<file path="src/rtl/host_cmd_pkg.sv">
// Purpose: shared types and header field layout for the host command parser.
// Latency: n/a (types, constants and decode helpers only).
// Backpressure: n/a.
package host_cmd_pkg;

    // Header word layout: [31:24] opcode, [23:20] argument count, [19:0] ignored
    localparam int HDR_OPCODE_LSB = 24;
    localparam int HDR_OPCODE_W   = 8;
    localparam int HDR_NARGS_LSB  = 20;
    localparam int HDR_NARGS_W    = 4;

    // Bit positions inside the sticky error vector
    localparam int ERR_BAD_LEN = 0;
    localparam int ERR_TIMEOUT = 1;

    typedef enum logic {
        IDLE = 1'b0,
        ARGS = 1'b1
    } parser_state_e;

    typedef logic [HDR_OPCODE_W-1:0] opcode_t;
    typedef logic [HDR_NARGS_W-1:0]  nargs_t;

    function automatic opcode_t hdr_opcode(input logic [31:0] word);
        return word[HDR_OPCODE_LSB +: HDR_OPCODE_W];
    endfunction

    function automatic nargs_t hdr_nargs(input logic [31:0] word);
        return word[HDR_NARGS_LSB +: HDR_NARGS_W];
    endfunction

    // Width of one queued command record for a given argument capacity
    function automatic int cmd_rec_bits(input int max_args);
        return HDR_OPCODE_W + HDR_NARGS_W + 32 * max_args;
    endfunction

endpackage

</file>
<file path="src/rtl/host_cmd_parser_if.sv">
// Purpose: bundles the driver word stream and the command delivery handshake.
// Latency: n/a (wiring only).
// Backpressure: host_wr_ready stalls the driver; cmd_ready stalls command delivery.
interface host_cmd_parser_if #(
    parameter int DEPTH    = 4,
    parameter int MAX_ARGS = 3
);
    logic                       host_wr_en;
    logic [31:0]                host_wr_data;
    logic                       host_wr_ready;
    logic                       cmd_valid;
    logic                       cmd_ready;
    logic [7:0]                 cmd_opcode;
    logic [3:0]                 cmd_nargs;
    logic [32*MAX_ARGS-1:0]     cmd_args;
    logic [$clog2(DEPTH):0]     cmd_count;
    logic [1:0]                 err;
    logic                       err_clr;

    // Driver / controller side
    modport master (
        output host_wr_en, host_wr_data, cmd_ready, err_clr,
        input  host_wr_ready, cmd_valid, cmd_opcode, cmd_nargs, cmd_args, cmd_count, err
    );

    // Parser side
    modport slave (
        input  host_wr_en, host_wr_data, cmd_ready, err_clr,
        output host_wr_ready, cmd_valid, cmd_opcode, cmd_nargs, cmd_args, cmd_count, err
    );
endinterface

</file>
<file path="src/rtl/host_cmd_queue.sv">
// Purpose: synchronous FIFO of complete command records.
// Latency: an entry pushed on one edge is visible at pop_dat after that edge; no bypass.
// Backpressure: pushes while full and pops while empty are ignored; caller gates on count.
module host_cmd_queue #(
    parameter int DEPTH = 4,
    parameter int W     = 8
) (
    input  logic                   clk,
    input  logic                   rst,
    input  logic                   push,
    input  logic [W-1:0]           push_dat,
    input  logic                   pop,
    output logic [W-1:0]           pop_dat,
    output logic [$clog2(DEPTH):0] count
);
    localparam int PTR_W = $clog2(DEPTH);
    localparam int CNT_W = PTR_W + 1;

    logic [W-1:0]     mem [DEPTH];
    logic [PTR_W-1:0] wr_ptr;
    logic [PTR_W-1:0] rd_ptr;
    logic             full;
    logic             empty;
    logic             do_push;
    logic             do_pop;

    assign full    = (count == CNT_W'(DEPTH));
    assign empty   = (count == '0);
    assign do_push = push && !full;
    assign do_pop  = pop && !empty;

    // Head entry is forced to zero while empty so a freshly reset queue shows clean fields
    assign pop_dat = empty ? '0 : mem[rd_ptr];

    // Entry storage; contents are don't-care until written, so no reset needed
    always_ff @(posedge clk) begin
        if (do_push) begin
            mem[wr_ptr] <= push_dat;
        end
    end

    // Pointers wrap naturally (DEPTH is a power of two); count tracks push minus pop
    always_ff @(posedge clk or posedge rst) begin
        if (rst) begin
            wr_ptr <= '0;
            rd_ptr <= '0;
            count  <= '0;
        end else begin
            if (do_push) wr_ptr <= wr_ptr + 1'b1;
            if (do_pop)  rd_ptr <= rd_ptr + 1'b1;
            case ({do_push, do_pop})
                2'b10:   count <= count + 1'b1;
                2'b01:   count <= count - 1'b1;
                default: count <= count;
            endcase
        end
    end

endmodule

</file>
<file path="src/rtl/host_cmd_parser.sv">
// Purpose: frames the raw driver word stream into header+argument commands and queues them.
// Latency: command appears on cmd_valid the cycle after its last word is accepted.
// Backpressure: host_wr_ready drops while the queue is full; no pop-through. Optional HOST_CMD_TIMEOUT_EN.
module host_cmd_parser
    import host_cmd_pkg::*;
#(
    parameter int DEPTH          = 4,
    parameter int MAX_ARGS       = 3,
    parameter int TIMEOUT_CYCLES = 256
) (
    input  logic             clk,
    input  logic             rst,
    host_cmd_parser_if.slave bus
);
    localparam int CNT_W = $clog2(DEPTH) + 1;
    localparam int ARG_W = 32 * MAX_ARGS;

    typedef struct packed {
        opcode_t            opcode;
        nargs_t             nargs;
        logic [ARG_W-1:0]   args;
    } cmd_rec_t;

    generate
        if (DEPTH < 2 || (DEPTH & (DEPTH - 1)) != 0 || MAX_ARGS < 1 || MAX_ARGS > 15
            || TIMEOUT_CYCLES < 1 || $bits(cmd_rec_t) != cmd_rec_bits(MAX_ARGS)) begin : g_bad_param
            $error("host_cmd_parser: illegal parameter combination");
        end
    endgenerate

    parser_state_e    state;
    parser_state_e    state_nxt;
    parser_state_e    dec_state;
    opcode_t          hdr_op;
    nargs_t           hdr_na;
    opcode_t          cur_op;
    nargs_t           cur_na;
    nargs_t           argidx;
    logic [ARG_W-1:0] arg_buf;
    logic             last_arg;
    logic             accept;
    logic             full;
    logic             push;
    logic             pop;
    logic             latch_hdr;
    logic             store_arg;
    logic             timeout_hit;
    logic [1:0]       err_set;
    logic [1:0]       err_q;
    logic [CNT_W-1:0] count;
    cmd_rec_t         push_rec;
    cmd_rec_t         head_rec;

    assign full              = (count == CNT_W'(DEPTH));
    assign accept            = bus.host_wr_en && !full;
    assign pop               = bus.cmd_valid && bus.cmd_ready;
    assign hdr_op            = hdr_opcode(bus.host_wr_data);
    assign hdr_na            = hdr_nargs(bus.host_wr_data);
    assign last_arg          = (argidx == cur_na - 4'd1);

    // A timeout abandons the partial command; a word in that cycle is decoded as a header
    assign dec_state         = timeout_hit ? IDLE : state;

    assign bus.host_wr_ready = !full;
    assign bus.cmd_valid     = (count != '0);
    assign bus.cmd_count     = count;
    assign bus.cmd_opcode    = head_rec.opcode;
    assign bus.cmd_nargs     = head_rec.nargs;
    assign bus.cmd_args      = head_rec.args;
    assign bus.err           = err_q;

`ifdef HOST_CMD_TIMEOUT_EN
    localparam int TMO_W = $clog2(TIMEOUT_CYCLES + 1);
    logic [TMO_W-1:0] tmo_cnt;

    assign timeout_hit = (state == ARGS) && (tmo_cnt == TMO_W'(TIMEOUT_CYCLES));

    // Count idle cycles spent waiting for argument words
    always_ff @(posedge clk or posedge rst) begin
        if (rst) begin
            tmo_cnt <= '0;
        end else if (accept || timeout_hit || state != ARGS) begin
            tmo_cnt <= '0;
        end else begin
            tmo_cnt <= tmo_cnt + 1'b1;
        end
    end
`else
    assign timeout_hit = 1'b0;
`endif

    // Framer state register
    always_ff @(posedge clk or posedge rst) begin
        if (rst) begin
            state <= IDLE;
        end else begin
            state <= state_nxt;
        end
    end

    // Framer next-state: headers with 1..MAX_ARGS args open a frame, last arg closes it
    always_comb begin
        state_nxt = dec_state;
        if (accept) begin
            case (dec_state)
                IDLE: if (hdr_na != '0 && hdr_na <= nargs_t'(MAX_ARGS)) state_nxt = ARGS;
                ARGS: if (last_arg) state_nxt = IDLE;
                default: state_nxt = IDLE;
            endcase
        end
    end

    // Framer outputs: queue push, record assembly, header latch, error pulses
    always_comb begin
        push      = 1'b0;
        push_rec  = '0;
        latch_hdr = 1'b0;
        store_arg = 1'b0;
        err_set   = '0;
        if (timeout_hit) err_set[ERR_TIMEOUT] = 1'b1;
        if (accept) begin
            case (dec_state)
                IDLE: begin
                    if (hdr_na == '0) begin
                        push            = 1'b1;
                        push_rec.opcode = hdr_op;
                    end else if (hdr_na > nargs_t'(MAX_ARGS)) begin
                        err_set[ERR_BAD_LEN] = 1'b1;
                    end else begin
                        latch_hdr = 1'b1;
                    end
                end
                ARGS: begin
                    store_arg = 1'b1;
                    if (last_arg) begin
                        push            = 1'b1;
                        push_rec.opcode = cur_op;
                        push_rec.nargs  = cur_na;
                        push_rec.args   = arg_buf;
                        for (int i = 0; i < MAX_ARGS; i++) begin
                            if (argidx == nargs_t'(i)) push_rec.args[32*i +: 32] = bus.host_wr_data;
                        end
                    end
                end
                default: ;
            endcase
        end
    end

    // Partial command buffer: header fields plus argument words collected so far
    always_ff @(posedge clk or posedge rst) begin
        if (rst) begin
            cur_op  <= '0;
            cur_na  <= '0;
            argidx  <= '0;
            arg_buf <= '0;
        end else if (latch_hdr) begin
            cur_op  <= hdr_op;
            cur_na  <= hdr_na;
            argidx  <= '0;
            arg_buf <= '0;
        end else if (store_arg) begin
            for (int i = 0; i < MAX_ARGS; i++) begin
                if (argidx == nargs_t'(i)) arg_buf[32*i +: 32] <= bus.host_wr_data;
            end
            argidx <= argidx + 4'd1;
        end
    end

    // Sticky errors; a new error in the clear cycle survives the clear
    always_ff @(posedge clk or posedge rst) begin
        if (rst) begin
            err_q <= '0;
        end else begin
            err_q <= (bus.err_clr ? 2'b00 : err_q) | err_set;
        end
    end

    host_cmd_queue #(
        .DEPTH (DEPTH),
        .W     ($bits(cmd_rec_t))
    ) u_queue (
        .clk      (clk),
        .rst      (rst),
        .push     (push),
        .push_dat (push_rec),
        .pop      (pop),
        .pop_dat  (head_rec),
        .count    (count)
    );

endmodule
</file>
<file path="src/flat_wrapper.sv">
// flat-port wrapper written by rule: the top's interface ports become plain ports
module host_cmd_parser_flat import host_cmd_pkg::*;
#(
    parameter int DEPTH          = 4,
    parameter int MAX_ARGS       = 3,
    parameter int TIMEOUT_CYCLES = 256
)
  (clk, rst, bus_host_wr_en, bus_host_wr_data, bus_cmd_ready, bus_err_clr, bus_host_wr_ready, bus_cmd_valid, bus_cmd_opcode, bus_cmd_nargs, bus_cmd_args, bus_cmd_count, bus_err);
  host_cmd_parser_if #(.DEPTH(DEPTH), .MAX_ARGS(MAX_ARGS)) bus_i ();
  input  logic clk;
  input  logic rst;
  input wire logic [$bits(bus_i.host_wr_en)-1:0] bus_host_wr_en;
  input wire logic [$bits(bus_i.host_wr_data)-1:0] bus_host_wr_data;
  input wire logic [$bits(bus_i.cmd_ready)-1:0] bus_cmd_ready;
  input wire logic [$bits(bus_i.err_clr)-1:0] bus_err_clr;
  output wire logic [$bits(bus_i.host_wr_ready)-1:0] bus_host_wr_ready;
  output wire logic [$bits(bus_i.cmd_valid)-1:0] bus_cmd_valid;
  output wire logic [$bits(bus_i.cmd_opcode)-1:0] bus_cmd_opcode;
  output wire logic [$bits(bus_i.cmd_nargs)-1:0] bus_cmd_nargs;
  output wire logic [$bits(bus_i.cmd_args)-1:0] bus_cmd_args;
  output wire logic [$bits(bus_i.cmd_count)-1:0] bus_cmd_count;
  output wire logic [$bits(bus_i.err)-1:0] bus_err;
  assign bus_i.host_wr_en = bus_host_wr_en;
  assign bus_i.host_wr_data = bus_host_wr_data;
  assign bus_i.cmd_ready = bus_cmd_ready;
  assign bus_i.err_clr = bus_err_clr;
  assign bus_host_wr_ready = bus_i.host_wr_ready;
  assign bus_cmd_valid = bus_i.cmd_valid;
  assign bus_cmd_opcode = bus_i.cmd_opcode;
  assign bus_cmd_nargs = bus_i.cmd_nargs;
  assign bus_cmd_args = bus_i.cmd_args;
  assign bus_cmd_count = bus_i.cmd_count;
  assign bus_err = bus_i.err;
  host_cmd_parser #(.DEPTH(DEPTH), .MAX_ARGS(MAX_ARGS), .TIMEOUT_CYCLES(TIMEOUT_CYCLES)) u_core (.clk(clk), .rst(rst), .bus(bus_i));
endmodule
</file>
<file path="config.mk">
export PLATFORM = sky130hd
export DESIGN_NAME = host_cmd_parser_flat
export DESIGN_NICKNAME = d
export VERILOG_FILES = /design/src/rtl/host_cmd_pkg.sv /design/src/rtl/host_cmd_parser_if.sv /design/src/rtl/host_cmd_queue.sv /design/src/rtl/host_cmd_parser.sv /design/src/flat_wrapper.sv
export SDC_FILE = /design/constraint.sdc
export NUM_CORES = 1
export LEC_CHECK = 0
export CAP_MARGIN = 25
export CORE_MARGIN = 2
export CORE_UTILIZATION = 35
export CTS_CLUSTER_DIAMETER = 60
export DETAILED_ROUTE_END_ITERATION = 7
export PLACE_DENSITY = 0.55
export SLEW_MARGIN = 25
export SYNTH_ARGS = -nofsm -noshare
export SYNTH_HDL_FRONTEND = slang
export SYNTH_SLANG_ARGS = --single-unit
export TNS_END_PERCENT = 50
</file>
<file path="constraint.sdc">
create_clock -name clk -period 23.9 [get_ports clk]
set_clock_uncertainty 0.05 [all_clocks]
set_input_delay 5.975 -clock clk [delete_from_list [all_inputs] [get_ports clk]]
set_output_delay 5.975 -clock clk [all_outputs]
set_load 0.02 [all_outputs]
</file>
==> impl_metrics.sql <==
INSERT INTO impl_metrics (metric_group, metric, value, unit) VALUES
('global_routing', 'grt_pass1_vias', '13600', ''),
('status', 'outcome', 'completed', ''),
('worst_setup_path', 'crit_arrival', '10.49', 'ns'),
('worst_setup_path', 'crit-reg2reg-capture', 'u_core.u_queue.mem[1][86]', ''),
('yosys', 'ys.warnings.count', '0', ''),
('power', 'part_of_the_power_in_the_clock_network', '0.259', ''),
('yosys', 'synth_area_in_simple_gates', '0.106', ''),
('yosys', 'ys_seq_area_frac', '0.683', ''),
('global_routing', 'largest_net_degree_at_the_start_of_global_routing', '93', ''),
('placed_design', 'detailedPlacementHpwl', '35300', 'um'),
('yosys', 'combinational_family_with_the_most_area_after_synthesis', 'multiplexers', ''),
('power', 'total_leakage_power', '9.29', 'nW'),
('worst_setup_path', 'critPathKind', 'input port to flop', ''),
('worst_setup_path', 'worst_r2r_path_depth', '6', ''),
('yosys', 'syn-mean-instance-area', '14.7', 'sq um'),
('worst_setup_path', 'critPathRequiredTime', '24.08', 'ns'),
('worst_setup_path', 'worst-path-max-fanout', '45', ''),
('worst_hold_path', 'timing.hold.worst.class', 'flop to flop', ''),
('routing', 'route.vias.total', '13300', ''),
('global_routing', 'globalRoute.totalOverflow', '0', ''),
('sta', 'tns', '0', 'ns'),
('sta', 'slew_violations', '0', ''),
('yosys', 'synth_cell_type_count', '47', ''),
('global_routing', 'grt_antenna_before_repair', '1', ''),
('cts', 'cts.repair_timing.setup_buffer_count', '0', ''),
('routing', 'antenna_nets_post_route', '0', ''),
('floorplanning', 'floorplan.die.height', '263', 'um'),
('yosys', 'syn-cell-area', '23400', 'sq um'),
('finish', 'final_core_utilization', '0.418', ''),
('yosys', 'synthesis.instances', '1597', ''),
('routing', 'starting_drc_count_in_detailed_routing', '1100', ''),
('sta', 'unrepaired_setup_endpoints_after_global_routing', 'false', ''),
('cts', 'clock_sink_count', '553', ''),
('cts', 'clockBufferDepth', '3', ''),
('sta', 'finalHoldViolations', '0', ''),
('power', 'p_sw', '1.16', 'mW'),
('finish', 'post_route_cells_drive_above_1_share', '0.184', ''),
('cts', 'clock-root-buffer', 'sky130_fd_sc_hd__clkbuf_16', ''),
('power', 'power_report.internal_total', '2.23', 'mW'),
('floorplanning', 'core_area', '66000', 'sq um'),
('floorplanning', 'die-area', '69000', 'sq um'),
('cts', 'ctsHoldBuffers', '0', ''),
('yosys', 'yosys_register_bits', '553', ''),
('floorplanning', 'rows', '94', ''),
('sta', 'setup_viol', '0', ''),
('power', 'max-vdd-ir-drop', '0.0639', 'mV'),
('yosys', 'ys.flop_type', 'sky130_fd_sc_hd__edfxtp_1', ''),
('yosys', 'synth_area_in_adders', '0.00620', ''),
('cts', 'cts_inserted_buffers', '59', ''),
('power', 'totalPowerFinal', '3.39', 'mW'),
('power', 'power.density_cell_area', '123', 'nW/um^2'),
('placed_design', 'finalWeightedCongestion', '0.760', ''),
('yosys', 'post_synth_xor_area_fraction', '0.00588', ''),
('finish', 'commonest_non_fill_non_tap_cell_in_the_layout', 'sky130_fd_sc_hd__edfxtp_1', ''),
('yosys', 'asyncSetResetFlopFracSynth', '0.219', ''),
('routing', 'detail_route.vias_per_cell', '5.04', ''),
('routing', 'detail_route.wirelength', '57800', 'um'),
('cts', 'post_cts.resized_instances', '0', ''),
('yosys', 'post_synth_mux_area_share', '0.113', ''),
('yosys', 'compound_gate_portion_of_the_synthesized_area', '0.0597', ''),
('worst_setup_path', 'slack_of_the_worst_reg_to_reg_path', '19.16', 'ns'),
('yosys', 'number_of_enable_flip_flop_cells_after_synthesis', '432', ''),
('worst_hold_path', 'worstHoldEndpoint', 'u_core.cur_op[1]', ''),
('yosys', 'postSynthNetCount', '1645', ''),
('worst_hold_path', 'holdCritStartpoint', 'u_core.cur_op[1]', ''),
('routing', 'drc', '0', ''),
('finish', 'layout.cells.most_common_list', 'sky130_fd_sc_hd__edfxtp_1, sky130_fd_sc_hd__nand2_1, sky130_fd_sc_hd__clkdlybuf4s50_1', ''),
('floorplanning', 'chipWidth', '263', 'um'),
('global_routing', 'wire_length_of_the_first_global_routing_pass', '86700', 'um'),
('power', 'switching_share_of_power', '0.341', ''),
('worst_setup_path', 'worstReg2RegStart', 'u_core.dec_state', '');
==> routing by layer <==
| layer | GRT usage | part of all wire | up-vias | routed length, um |
|---|---|---|---|---|
| met5 | 0 | 0.00021 | - | 12 |
| met4 | 0.0523 | 0.025 | 2 | 1460 |
| met3 | 0.0246 | 0.046 | 83 | 2680 |
| met2 | 0.280 | 0.50 | 319 | 28700 |
| met1 | 0.225 | 0.43 | 6823 | 24900 |
| li1 | - | - | 6023 | - |
==> flip-flops by register name (all words and copies together) (netlist names), 2 cells and up <==
| register | count |
|---|---|
| u_core.u_queue.rd_ptr | 2 |
| u_core.cur_na | 4 |
| u_core.cur_op | 8 |
| u_core.u_queue.count | 3 |
| u_core.argidx | 4 |
| u_core.arg_buf | 96 |
| u_core.u_queue.mem | 432 |
| u_core.u_queue.wr_ptr | 2 |
==> synth_stat cells (3+ instances only) <==
cell type                  count  area [sq um]
sky130_fd_sc_hd__xor2_1        6          52.6
sky130_fd_sc_hd__ha_1         10           125
sky130_fd_sc_hd__mux2_1        7          78.8
sky130_fd_sc_hd__nor3_2        4          40.0
sky130_fd_sc_hd__clkbuf_1     62           233
sky130_fd_sc_hd__edfxtp_1    432         13000
sky130_fd_sc_hd__nor2_1       13          48.8
sky130_fd_sc_hd__xnor2_1       7          61.3
sky130_fd_sc_hd__buf_4         9          67.6
sky130_fd_sc_hd__nand2_1     391          1470
sky130_fd_sc_hd__mux2_2        3          33.8
sky130_fd_sc_hd__nor3_1        3          15.0
sky130_fd_sc_hd__a21oi_1     121           606
sky130_fd_sc_hd__and2_1      111           694
sky130_fd_sc_hd__nor3b_1       3          22.5
sky130_fd_sc_hd__buf_1        10          37.5
sky130_fd_sc_hd__mux4_2      108          2430
sky130_fd_sc_hd__buf_2        27           135
sky130_fd_sc_hd__mux2i_1       9          90.1
sky130_fd_sc_hd__a21oi_2      80           701
sky130_fd_sc_hd__nand3_1       6          30.0
sky130_fd_sc_hd__dfrtp_1     121          3030
sky130_fd_sc_hd__or3b_1        3          26.3
sky130_fd_sc_hd__inv_1        13          48.8
sky130_fd_sc_hd__buf_6         9           101
==> how the worst max path moves through the flow <==
stage | from | cells after the start | slack, ns | endpoint
finish | bus_host_wr_data[22] | 6 | 13.59 | u_core.u_queue.mem[1][86]
CTS | u_core.u_queue.rd_ptr[0] | 5 | 13.17 | bus_cmd_args[68]
global placement | bus_host_wr_data[22] | 6 | 13.01 | u_core.u_queue.mem[1][83]
detailed placement | bus_host_wr_data[22] | 6 | 12.87 | u_core.u_queue.mem[1][6]
global route | u_core.u_queue.rd_ptr[0] | 5 | 13.26 | bus_cmd_args[68]
floorplan | bus_host_wr_data[22] | 4 | 8.39 | u_core.u_queue.mem[0][0]
==> power groups by stage <==
stage,sequential [mW],clock [mW],combinational (mW)
5_1_grt,1.28,0.940,1.35
2_1_floorplan,1.24,0,0.839
6_report,1.26,0.880,1.25
3_3_place_gp,1.28,0,1.27
4_1_cts,1.27,0.900,1.28
3_5_place_dp,1.29,0,1.28
==> cells by family after synthesis <==
family / Yosys count
other cells: 1
flops: 553
buf+inv: 131
fa+ha+maj: 11
mux: 127
simple gates: 547
xor+xnor: 14
compound gates: 213
==> worst max-delay path: stages <==
cell and delay, ns:
sky130_fd_sc_hd__clkdlybuf4s50_1 0.63, sky130_fd_sc_hd__nor4_2 0.62, sky130_fd_sc_hd__nand4b_1 0.80, sky130_fd_sc_hd__a21boi_4 0.95
sky130_fd_sc_hd__buf_4 0.75, sky130_fd_sc_hd__buf_4 0.70
==> layout make-up <==
type,count,area [sq um]
repair buffers,176,1720
multi-input cells,913,6890
fillers,5928,38400
clock inverters,29,249
clock buffers,79,1600
well taps,864,1080
flip-flops and latches,553,16000
inverters,14,55.1
==> through the flow <==
stage,area (sq um),setup WS [ns],std cells,hold WS [ns]
after floorplan,23400,8.39,1597,0.408
after global placement,25700,13.01,2519,0.418
after detailed placement,25700,12.87,2519,0.427
after CTS,27600,13.17,2627,0.439
after global routing,27600,13.26,2628,0.449
final,27600,13.59,2628,0.435
(Power assumes the default switching activity.)
